==> src/rtl/freg_arbiter.sv <==
// Arbitrates the single-port file-register array between the CPU core and a host/debug port.
// Core has priority; a starved or halting host is granted, and 1-cycle read data is routed back to its owner.
module freg_arbiter #(
    parameter int DWIDTH            = 8,
    parameter int L2_NUM_FREG       = 5,
    parameter int HOST_STARVE_LIMIT = 4
) (
    input  logic                   clk,
    input  logic                   rst,
    input  logic [L2_NUM_FREG-1:0] core_addr,
    input  logic                   core_rden,
    input  logic                   core_wren,
    input  logic [DWIDTH-1:0]      core_wdata,
    output logic [DWIDTH-1:0]      core_rdata,
    output logic                   core_stall,
    input  logic                   host_halt,
    input  logic                   host_req,
    input  logic                   host_we,
    input  logic [L2_NUM_FREG-1:0] host_addr,
    input  logic [DWIDTH-1:0]      host_wdata,
    output logic                   host_gnt,
    output logic                   host_rvalid,
    output logic [DWIDTH-1:0]      host_rdata,
    output logic [L2_NUM_FREG-1:0] rf_addr,
    output logic                   rf_rden,
    output logic                   rf_wren,
    output logic [DWIDTH-1:0]      rf_wdata,
    input  logic [DWIDTH-1:0]      rf_rdata
);

    localparam int CW = $clog2(HOST_STARVE_LIMIT + 1);
    localparam logic [CW-1:0] STARVE_MAX = CW'(HOST_STARVE_LIMIT);

    typedef enum logic [1:0] {
        OWN_NONE,
        OWN_CORE,
        OWN_HOST
    } owner_e;

    logic [CW-1:0]     starve_cnt_q, starve_cnt_d;
    owner_e            rd_owner_q, rd_owner_d;
    logic              host_rvalid_q, host_rvalid_d;
    logic [DWIDTH-1:0] core_hold_q, core_hold_d;

    logic core_act;
    logic core_go;
    logic starved;
    logic host_rd;

    always_comb begin
        core_act   = core_rden | core_wren;
        starved    = (starve_cnt_q == STARVE_MAX);
        host_gnt   = ~rst & host_req & (host_halt | ~core_act | starved);
        core_stall = rst | host_halt | (core_act & host_gnt);
        core_go    = core_act & ~core_stall;
        host_rd    = host_gnt & ~host_we;

        rf_addr  = core_addr;
        rf_wdata = core_wdata;
        rf_rden  = 1'b0;
        rf_wren  = 1'b0;
        if (host_gnt) begin
            rf_addr  = host_addr;
            rf_wdata = host_wdata;
            rf_rden  = ~host_we;
            rf_wren  = host_we;
        end else if (core_go) begin
            rf_rden = core_rden;
            rf_wren = core_wren;
        end

        // Registered read results are masked while rst is high so an in-flight read is dropped.
        host_rvalid = host_rvalid_q & ~rst;
        host_rdata  = host_rvalid ? rf_rdata : '0;
        core_rdata  = (rd_owner_q == OWN_CORE && !rst) ? rf_rdata : core_hold_q;
        core_hold_d = core_rdata;

        starve_cnt_d = starve_cnt_q;
        if (host_gnt || !host_req) begin
            starve_cnt_d = '0;
        end else if (!starved) begin
            starve_cnt_d = starve_cnt_q + CW'(1);
        end

        rd_owner_d = OWN_NONE;
        if (host_rd) begin
            rd_owner_d = OWN_HOST;
        end else if (core_go && core_rden) begin
            rd_owner_d = OWN_CORE;
        end
        host_rvalid_d = host_rd;
    end

    always_ff @(posedge clk) begin
        if (rst) begin
            starve_cnt_q  <= '0;
            rd_owner_q    <= OWN_NONE;
            host_rvalid_q <= 1'b0;
            core_hold_q   <= '0;
        end else begin
            starve_cnt_q  <= starve_cnt_d;
            rd_owner_q    <= rd_owner_d;
            host_rvalid_q <= host_rvalid_d;
            core_hold_q   <= core_hold_d;
        end
    end

endmodule

==> config.mk <==
export PLATFORM = sky130hd
export DESIGN_NAME = freg_arbiter
export DESIGN_NICKNAME = d
export VERILOG_FILES = /design/src/rtl/freg_arbiter.sv
export SDC_FILE = /design/constraint.sdc
export NUM_CORES = 1
export LEC_CHECK = 0
export ABC_CLOCK_PERIOD_IN_PS = 2360
export CORE_UTILIZATION = 31
export CTS_CLUSTER_SIZE = 40
export DETAILED_ROUTE_END_ITERATION = 6
export PLACE_DENSITY = 0.88
export SYNTH_ARGS = -nofsm -noshare
export SYNTH_HDL_FRONTEND = slang
export SYNTH_SLANG_ARGS = --single-unit
==> constraint.sdc <==
create_clock -name clk -period 2.36 [get_ports clk]
set_input_delay 0.354 -clock clk [delete_from_list [all_inputs] [get_ports clk]]
set_output_delay 0.354 -clock clk [all_outputs]
set_load 0.02 [all_outputs]
**Word level (Yosys, flattened, before mapping)**

Index checks and enable logic that the tools add are counted.

- Register bits: 14
- Bits in latches: 0
- RAM bits: 0
- ROM bits: 0
- Input bits: 41
- Memories kept: 0

- $add $sub $neg: 1
- $mul: 0
- Divide/modulo/power cells: 0
- $lt $le $gt $ge: 0
- Equality and inequality tests: 2
- Shifts and indexed selects: 0
- Mux-type cells: 10
- Bitwise operators: 15
- Reduce and logical (&&, ||, !) cells: 7

Operators with widths:

| operator | number |
|---|---|
| 2-to-1 mux 8 bit | 3 |
| bitwise AND 1 bit | 6 |
| 2-to-1 mux 1 bit | 5 |
| 2-to-1 mux 5 bit | 1 |
| OR 1 bit | 5 |
| NOT 1 bit | 4 |
| OR reduction 2 bit | 2 |
| adder 3 x 1 -> 3 bit (second input constant) | 1 |
| == test 3 bit (second input constant) | 1 |
| == test 2 x 1 -> 1 bit (second input constant) | 1 |
| logical AND 1 bit | 2 |
| zero test 1 bit | 2 |
| 2-to-1 mux 2 bit | 1 |
| logical OR 1 bit | 1 |

**Logic depth before layout (Yosys ltp)**

Gate-level depths: netlist (run 1).

- Word-level depth: 12
- Gate-level depth with buffers: 6
- Gate-level depth less buffers: 5

**Worst setup path after synthesis (run 1)**

No wires, ideal clock.

- Path type: reg2out
- Start point: reg starve_cnt_q[0]
- End point: out rf_addr[0]
- Arrival: 1.480 ns
- Data required time: 2.006 ns
- Slack: 0.526 ns
- Cell stages (with the launch flop): 7
- Path buffers: 1
- Cell sequence: dfxtp_1 -> inv_1 -> ha_1 -> o2bb2ai_2 -> o21ai_4 -> buf_6 -> mux2_4

- Word-level cells in the longest chain between the ends: 4

RTL lines:

| item | RTL line | source |
|---|---|---|
| from (decl) | 40 | `logic [CW-1:0] starve_cnt_q, starve_cnt_d;` |
| from (signal assigned) | 101 | `starve_cnt_q <= starve_cnt_d;` |
| == test 3 bit | 52 | `starved = (starve_cnt_q == STARVE_MAX);` |
| OR 1 bit | 53 | `host_gnt = ~rst & host_req & (host_halt \| ~core_act \| starved);` |
| bitwise AND 1 bit | 53 |  |
| 2-to-1 mux 5 bit | 62 | `if (host_gnt) begin` |
| to (decl) | 24 | `output logic [L2_NUM_FREG-1:0] rf_addr,` |

No other way between the ends.

**Worst setup path in the final report (run 1)**

- Start point: in rst
- End point: out host_rvalid

- Word-level cells in the longest chain between the ends: 2

RTL lines:

| item | RTL line | source |
|---|---|---|
| from (decl) | 9 | `input logic rst,` |
| NOT 1 bit | 73 | `host_rvalid = host_rvalid_q & ~rst;` |
| bitwise AND 1 bit | 73 |  |
| to (decl) | 22 | `output logic host_rvalid,` |

No other way between the ends.

==> results of run 1 <==
registers in the layout (all words and copies together) (netlist names):
signal        cells
core_hold_q       8
starve_cnt_q      3
rd_owner_q        2
layer usage:
metal	global-route usage [%]	up-vias	share of wire [%]
met1	18.2	415	34
met5	0	-	0
met2	33.5	54	54
li1	-	442	-
met3	2.78	4	9.6
met4	11.5	0	2.0
logic make-up after synthesis:
group | count (synthesis) | synth area share, %
buffers and inverters | 7 | 3.95
flip-flops | 13 | 30.4
AND/OR/NAND/NOR | 32 | 26.2
adder cells (fa/ha/maj) | 2 | 2.92
AO/OA/AOI/OAI | 6 | 6.29
multiplexers | 21 | 30.3
cell usage after synthesis (all sizes together):
master   count  area, sq um
o21bai       1         7.51
nor3b        1         18.8
nor3         2         10.0
o21ai        4         31.3
dfxtp       13          260
ha           2         25.0
buf          1         11.3
inv          4         15.0
and3         2         13.8
and2         8         50.1
nor2         4         15.0
clkbuf       2         7.51
nand3        2         10.0
or2          1         6.26
o2bb2ai      1         15.0
and2b       10         86.3
nand2b       1         6.26
nand3b       1         7.51
mux2        21          259
power by group through the flow:
stage	Combinational (mW)	Sequential (mW)	Clock (mW)
2_1_floorplan	0.0958	0.231	0
3_3_place_gp	0.233	0.231	0
3_5_place_dp	0.238	0.231	0
4_1_cts	0.226	0.226	0.141
5_1_grt	0.228	0.226	0.147
6_report	0.214	0.226	0.134
cell type report:
type	count	area (sq um)
Sequential cell	13	260
Clock buffer	4	26.3
Multi-Input combinational cell	61	562
Tap cell	30	37.5
Timing Repair Buffer	83	719
Inverter	4	15.0
Fill cell	219	925
critical path, delay by kind of cell:
| kind | cells | cell delay, ns |
|---|---|---|
| buffers and inverters | 3 | 1.24 |
| and+or+nand+nor | 1 | 0.28 |
placed cells by master (no fill, tap or decap):
cell type / count
mux2_4: 6
nor2_1: 4
dlymetal6s2s_1: 2
o21ai_4: 1
and2b_2: 9
inv_1: 4
buf_12: 1
nand3_1: 2
clkdlybuf4s50_1: 41
or2_2: 1
and2b_1: 1
and3_2: 1
buf_4: 6
nand2b_1: 1
nand3b_1: 1
buf_6: 1
buf_8: 1
clkbuf_4: 3
nor3_1: 2
mux2_2: 15
ha_1: 2
clkbuf_1: 1
and3_1: 1
o21ai_0: 3
o21bai_1: 1
dfxtp_1: 13
and2_1: 8
dlygate4sd2_1: 10
nor3b_4: 1
o2bb2ai_2: 1
clkbuf_2: 21
worst paths after layout:
path                   start         endpoint  slack [ns]  cells past startpoint
min          starve_cnt_q[0]  starve_cnt_q[0]        0.52                      2
max reg2reg  starve_cnt_q[1]  starve_cnt_q[2]        0.92                      6
max                      rst      host_rvalid        0.13                      4
min reg2reg  starve_cnt_q[0]  starve_cnt_q[0]        0.52                      2
==> metrics.cfg, run 1 <==
[status]
status = finished, final reports clean

[finish]
layout-drive-gt1-share_pct = 41.2
area_growth_syn_to_layout_pct = 89.3
n_antenna_cell = 0
post-route-util_pct = 63.7
fin_cells = 195
fin_area_sq_mm = 0.00162
nets = 209

[clocking]
cts_buffers = 3
cts_tree = built
cts_resized = 52
clockRootBuffer = clkbuf_4
clock_latency_ns = 0.28
clk_pin_slew_ns = 0.07
cts_setup_buffers = 0
cts_sinks = 13
hold_buffers = 0
cts_buffer_depth = 2
htreeDepth = 1

[critical_path]
cpPeakStageDelay_ns = 0.61
arrival_ns = 1.88
critPathMostFrequentCell = clkdlybuf4s50_1
cp_max_fo = 12
start_kind = input port
setup.worst_path.class = in2out
critical-path-slowest-cell = clkdlybuf4s50_1
crit_chain = clkdlybuf4s50_1 > buf_4 > and2b_2 > clkdlybuf4s50_1
end_kind = output port
cp.required_ns = 2.01

[die]
core_area_sq_mm = 0.00254
start_util_pct = 33.6
die-area_sq_mm = 0.00297
dieWidth_um = 54.5
die_h_um = 54.5
io_pins = 75
std_cell_rows = 18

[power_and_ir_drop]
clockPowerShare_pct = 23.4
p_sw_uw = 159
leakage_nw = 0.813
sw_frac_of_total_pct = 27.6
power_uw = 575
vdd_drop_max_uv = 215
intPower_uw = 416
pwr-share-seq_pct = 39.3
powerDensity_mw_per_mm2 = 355
p_comb_share_pct = 37.3

[route]
drt_iter0_drc = 7
vias = 915
routed_wirelength_um = 2530
wl_per_cell_um = 13.0
drc_errors = 0
detail_route.first_pass.iterations = 4
via_per_inst = 4.69
ant_nets = 0

[sta]
slew_headroom_pct = 84.6
finalHoldViolations = 0
rsz0062_at_grt = false
post-route-period-util_pct = 94.6
holdWs_ns = 0.523
worst_slew_pin_slew_ns = 0.230
fin_crit_ns = 2.23
setup_viol = 0
clock_skew_ns = 0.00670
fin_ws_ns = 0.126
tns_ns = 0
fmax_ghz = 0.448
drv_slew = 0

[placed_design]
placed_cell_area_sq_mm = 0.00170
dp_hpwl_um = 2220
gp_congestion = 0.796
place_ws_ns = -0.231
place.port_buffers = 74
dpl.cell_count = 191

[global_route]
grt_pass1_vias = 909
antenna_found_initial = 0
grtUsageTotal_pct = 18.0
overflow = 0
grt_pass1_wl_um = 3690
grt_max_degree = 13

[synthesis]
syn-num-nets = 124
syn_inst = 81
synth_area_sq_um = 856
ys_ff_latch = 13
yosysWarnings = 0
yosysSeqAreaShare_pct = 30.4
syn_area_per_cell_sq_um = 10.6
ys_types = 23

[job]
cap_violations = 0

[worst_hold_path]
hold_class = reg2reg

(Power assumes the default switching activity.)
==> run 2: changes to the inputs <==
--- a/config.mk
+++ b/config.mk
@@ -6,10 +6,12 @@
 export NUM_CORES = 1
 export LEC_CHECK = 0
 export ABC_CLOCK_PERIOD_IN_PS = 2360
-export CORE_UTILIZATION = 31
+export CELL_PAD_IN_SITES_DETAIL_PLACEMENT = 1
+export CELL_PAD_IN_SITES_GLOBAL_PLACEMENT = 1
+export CORE_UTILIZATION = 21
 export CTS_CLUSTER_SIZE = 40
 export DETAILED_ROUTE_END_ITERATION = 6
-export PLACE_DENSITY = 0.88
+export PLACE_DENSITY = 0.87
 export SYNTH_ARGS = -nofsm -noshare
 export SYNTH_HDL_FRONTEND = slang
 export SYNTH_SLANG_ARGS = --single-unit
==> run 2 against run 1 <==
Compared with the run above:
- worst hold slack improved by 0.0073 ns
- final cell count up 12%
- via count up 2.5%
- combinational power rose by 2%
- clock skew shrank 0.0059 ns
- critical path type unchanged
- critical endpoint is now core_rdata[1]
- largest power group unchanged
==> metrics.cfg, run 2 (synthesis gave the netlist of run 1 again) <==
[critical_path]
reg2reg_from = starve_cnt_q[0]
path_depth = 6
cp-startpoint = rst
critPathMostFrequentCell = buf_4
r2r_setup_slack_ns = 0.92
critPathTopFamily = buffers and inverters
critical-path-slowest-cell = clkdlybuf4s50_1
cpPeakStageDelay_ns = 0.42
arrival_ns = 1.95
crit_chain = clkdlybuf4s50_1 > buf_4 > nor3b_4 > buf_4 > mux2_2 > dlygate4sd2_1
start_kind = input port
timing.rr.end = starve_cnt_q[2]
setup.worst_path.class = in2out
endpoint = core_rdata[1]
cp_max_fo = 12
end_kind = output port
crit_buf_inv = 4
cp.required_ns = 2.01
reg2reg_depth = 6

[sta]
fin_crit_ns = 2.30
worst_slew_pin_slew_ns = 0.243
slew_headroom_pct = 83.8
finalHoldViolations = 0
tns_ns = 0
drv_slew = 0
setup_viol = 0
fin_ws_ns = 0.0550
post-route-period-util_pct = 97.7
fmax_ghz = 0.434
clock_skew_ns = 0.000824

[power_and_ir_drop]
sw_frac_of_total_pct = 25.3
p_comb_share_pct = 34.6
power_uw = 634
vdd_drop_max_uv = 150
pwr-share-seq_pct = 35.7
clockPowerShare_pct = 29.7
p_sw_uw = 160
powerDensity_mw_per_mm2 = 369
intPower_uw = 474
leakage_nw = 0.832

[finish]
largest_reg_flops = 8
max_flop_register = core_hold_q
n_antenna_cell = 0
top_regs = core_hold_q x8, starve_cnt_q x3, rd_owner_q x2
layout-drive-gt1-share_pct = 39.2
nets = 215
final_common_cell = clkdlybuf4s50_1
layout_common_cells = clkdlybuf4s50_1, mux2_2, clkbuf_2, buf_4, dfxtp_1
area_growth_syn_to_layout_pct = 101

[die]
die_h_um = 65.8
io_pins = 75
die-area_sq_mm = 0.00433
start_util_pct = 22.7
dieWidth_um = 65.8
std_cell_rows = 22
core_area_sq_mm = 0.00377

[global_route]
grtUsageTotal_pct = 13.5
antenna_found_initial = 0
grt_pass1_vias = 1017
grt_pass1_wl_um = 4400
overflow = 0
grt_max_degree = 13

[route]
routed_wirelength_um = 2830
drc_errors = 0
via_per_inst = 4.28
detail_route.first_pass.iterations = 2
drt_iter0_drc = 2
vias = 938
ant_nets = 0
wl_per_cell_um = 12.9

[clocking]
clockRootBuffer = clkbuf_8
clk_pin_slew_ns = 0.05
hold_buffers = 0
cts_buffers = 3
clock_latency_ns = 0.23
cts_sinks = 13
cts_tree = built
htreeDepth = 1
cts_buffer_depth = 2

[placed_design]
gp_congestion = 0.754
place_ws_ns = -0.246
place.port_buffers = 74
dp_hpwl_um = 2550

[worst_hold_path]
hold_class = reg2reg

[job]
cap_violations = 0

[status]
status = finished, final reports clean

-- run 2: cell types whose count changed in the layout (fill, tap and decap cells not counted), moves of 3 or more --
cell / change
buf_4: +8
clkbuf_8: +3
clkdlybuf4s15_1: +7
clkbuf_4: -3
clkbuf_2: -7
-- run 2: layout make-up --
cell class	count	area, sq um
timing repair buffer	89	776
sequential	13	260
fill	441	2050
inverter	4	15.0
multi-input combinational	61	562
tap	48	60.1
clock buffer	4	45.0
-- run 2: tightest hold or removal path, delay by kind of cell, from the launching register on --
family,cells,cell delay [ns]
and+or+nand+nor,1,0.04
DFF,1,0.33
buffers and inverters,1,0.12
-- run 2: what timing repair did --
item                       4_1_cts  5_1_grt
setup buffers                    0        2
gates resized for setup         32       37
setup endpoints to repair       32       22
-- run 2: power groups by stage --
stage | Sequential (mW) | Combinational, mW | Clock (mW)
floorplan | 0.231 | 0.0958 | 0
global placement | 0.231 | 0.237 | 0
global route | 0.227 | 0.234 | 0.204
detailed placement | 0.231 | 0.241 | 0
CTS | 0.226 | 0.223 | 0.194
finish | 0.226 | 0.219 | 0.188
-- run 2: how the worst min path moves through the flow --
stage | from | end | slack (ns) | depth (start not counted)
final | starve_cnt_q[0] | starve_cnt_q[0] | 0.53 | 2
after global routing | starve_cnt_q[0] | starve_cnt_q[0] | 0.55 | 2
after CTS | starve_cnt_q[0] | starve_cnt_q[0] | 0.53 | 2
after detailed placement | starve_cnt_q[0] | starve_cnt_q[0] | 0.53 | 2
after global placement | starve_cnt_q[0] | starve_cnt_q[0] | 0.50 | 2
after floorplan | host_we | rd_owner_q[1] | 0.43 | 1
-- run 2: layer usage --
layer	up-vias	GRT usage, %	wire [um]
met5	-	0	0
met4	0	3.26	13
met3	2	3.10	186
met2	46	28.8	1680
met1	433	12.1	954
li1	457	-	-
-- run 2: through the flow --
step	hold slack, ns	util [%]	cell area (sq um)	instances
after detailed placement	0.526	46.0	1740	213
after global placement	0.501	46.0	1740	213
after global routing	0.554	45.6	1720	219
final	0.531	45.6	1720	219
after CTS	0.534	46.2	1740	217
after floorplan	0.426	-	856	81
==> run 3: changes to the inputs <==
--- a/config.mk
+++ b/config.mk
@@ -12,6 +12,7 @@
 export CTS_CLUSTER_SIZE = 40
 export DETAILED_ROUTE_END_ITERATION = 6
 export PLACE_DENSITY = 0.87
+export SKIP_LAST_GASP = 1
 export SYNTH_ARGS = -nofsm -noshare
 export SYNTH_HDL_FRONTEND = slang
 export SYNTH_SLANG_ARGS = --single-unit
==> run 3 against run 2 <==
Compared with the run above:
- power is essentially flat
- sequential cell count unchanged
- sequential power about the same
- critical endpoint unchanged
- worst setup slack about the same
==> metrics.cfg, run 3 (synthesis gave the netlist of run 1 again) <==
[power_and_ir_drop]
vdd_drop_max_uv = 150
power_uw = 635
leakage_nw = 0.833
powerDensity_mw_per_mm2 = 369

[sta]
post-route-period-util_pct = 97.7
rsz0062_at_grt = true
finalHoldViolations = 0
setup_viol = 0
fin_crit_ns = 2.30
clock_skew_ns = 0.000824
tns_ns = 0
worst_slew_pin_slew_ns = 0.243
drv_slew = 0
fmax_ghz = 0.434
slew_headroom_pct = 83.8

[finish]
top_regs = core_hold_q x8, starve_cnt_q x3, rd_owner_q x2
multi_input_area_sq_um = 562
max_flop_register = core_hold_q
n_fill_cell = 439
layout_common_cells = clkdlybuf4s50_1, mux2_2, buf_4
fin_area_sq_mm = 0.00172
seq_area_sq_um = 260
largest_reg_flops = 8
n_antenna_cell = 0
nets = 215
final_common_cell = clkdlybuf4s50_1
area_growth_syn_to_layout_pct = 101
layout-drive-gt1-share_pct = 38.6

[global_route]
antenna_found_initial = 0
grt_pass1_wl_um = 4400
grt_pass1_vias = 1017
grt_max_degree = 13
overflow = 0
grtUsageTotal_pct = 13.5

[die]
start_util_pct = 22.7
die_h_um = 65.8
io_pins = 75
std_cell_rows = 22
die-area_sq_mm = 0.00433
core_area_sq_mm = 0.00377
dieWidth_um = 65.8

[clocking]
cts_sinks = 13
cts_tree = built
clk_pin_slew_ns = 0.05
cts_buffer_depth = 2
clock_latency_ns = 0.23
hold_buffers = 0
clockRootBuffer = clkbuf_8
cts_buffers = 3
htreeDepth = 1

[critical_path]
start_kind = input port
critical-path-slowest-cell = clkdlybuf4s50_1
crit_chain = clkdlybuf4s50_1 > buf_4 > nor3b_4 > buf_4 > mux2_2 > dlygate4sd2_1
critPathMostFrequentCell = buf_4
arrival_ns = 1.95
cp_max_fo = 12
end_kind = output port
cp.required_ns = 2.01
setup.worst_path.class = in2out
cpPeakStageDelay_ns = 0.42

[route]
drc_errors = 0
via_per_inst = 4.28
vias = 938
wl_per_cell_um = 12.9
detail_route.first_pass.iterations = 2
ant_nets = 0
routed_wirelength_um = 2840
drt_iter0_drc = 2

[job]
cap_violations = 0

[worst_hold_path]
hold_class = reg2reg

[placed_design]
gp_congestion = 0.754
placed_cell_area_sq_mm = 0.00174
place.port_buffers = 74
dp_hpwl_um = 2550

[status]
status = finished, final reports clean

run 3: metrics by stage:
| stage | util, % | setup WS, ns | hold slack (ns) | std cells |
|---|---|---|---|---|
| after floorplan | - | 0.526 | 0.426 | 81 |
| after global placement | 46.0 | -0.186 | 0.501 | 213 |
| after detailed placement | 46.0 | -0.246 | 0.526 | 213 |
| after CTS | 46.2 | 0.00364 | 0.534 | 217 |
| after global routing | 45.7 | -0.0530 | 0.554 | 219 |
| final | 45.7 | 0.0550 | 0.531 | 219 |
run 3: area by class of cell:
class                   count  share of cell area, %
clock buffers               4                   2.62
multi-input cells          61                   32.6
well taps                  48                   3.49
inverters                   4                  0.872
flip-flops and latches     13                   15.1
repair buffers             89                   45.3
run 3: worst max-delay path, delay by kind of cell:
| kind | cells | cell delay (ns) |
|---|---|---|
| muxes | 1 | 0.34 |
| and+or+nand+nor | 1 | 0.18 |
| buffers and inverters | 4 | 1.07 |
run 3: per-layer routing:
| layer | global-route usage (%) | wire length [um] | share of wire, % | vias to the layer above |
|---|---|---|---|---|
| met2 | 28.8 | 1680 | 59 | 46 |
| met3 | 3.10 | 188 | 6.6 | 2 |
| li1 | - | - | - | 457 |
| met5 | 0 | 0 | 0 | - |
| met4 | 3.26 | 13 | 0.46 | 0 |
| met1 | 12.1 | 958 | 34 | 433 |
run 3: power breakdown:
part	switching, mW	total [mW]	internal [mW]
Sequential	0.00180	0.226	0.225
Combinational	0.0888	0.220	0.131
Clock	0.0699	0.188	0.119
run 3: repair_timing:
| item | CTS | global route |
|---|---|---|
| endpoints found under the hold margin | 0 | 0 |
| pin swaps | 0 | 0 |
| setup endpoints to repair | 32 | 22 |
| gates resized for setup | 32 | 35 |
| buffers inserted | 0 | 2 |
run 3: worst paths after layout:
kind | startpoint | slack [ns] | depth (start not counted) | endpoint
worst max register to register | starve_cnt_q[0] | 0.92 | 6 | starve_cnt_q[2]
worst min register to register | starve_cnt_q[0] | 0.53 | 2 | starve_cnt_q[0]
worst max-delay path | rst | 0.06 | 6 | core_rdata[1]
worst min-delay path | starve_cnt_q[0] | 0.53 | 2 | starve_cnt_q[0]
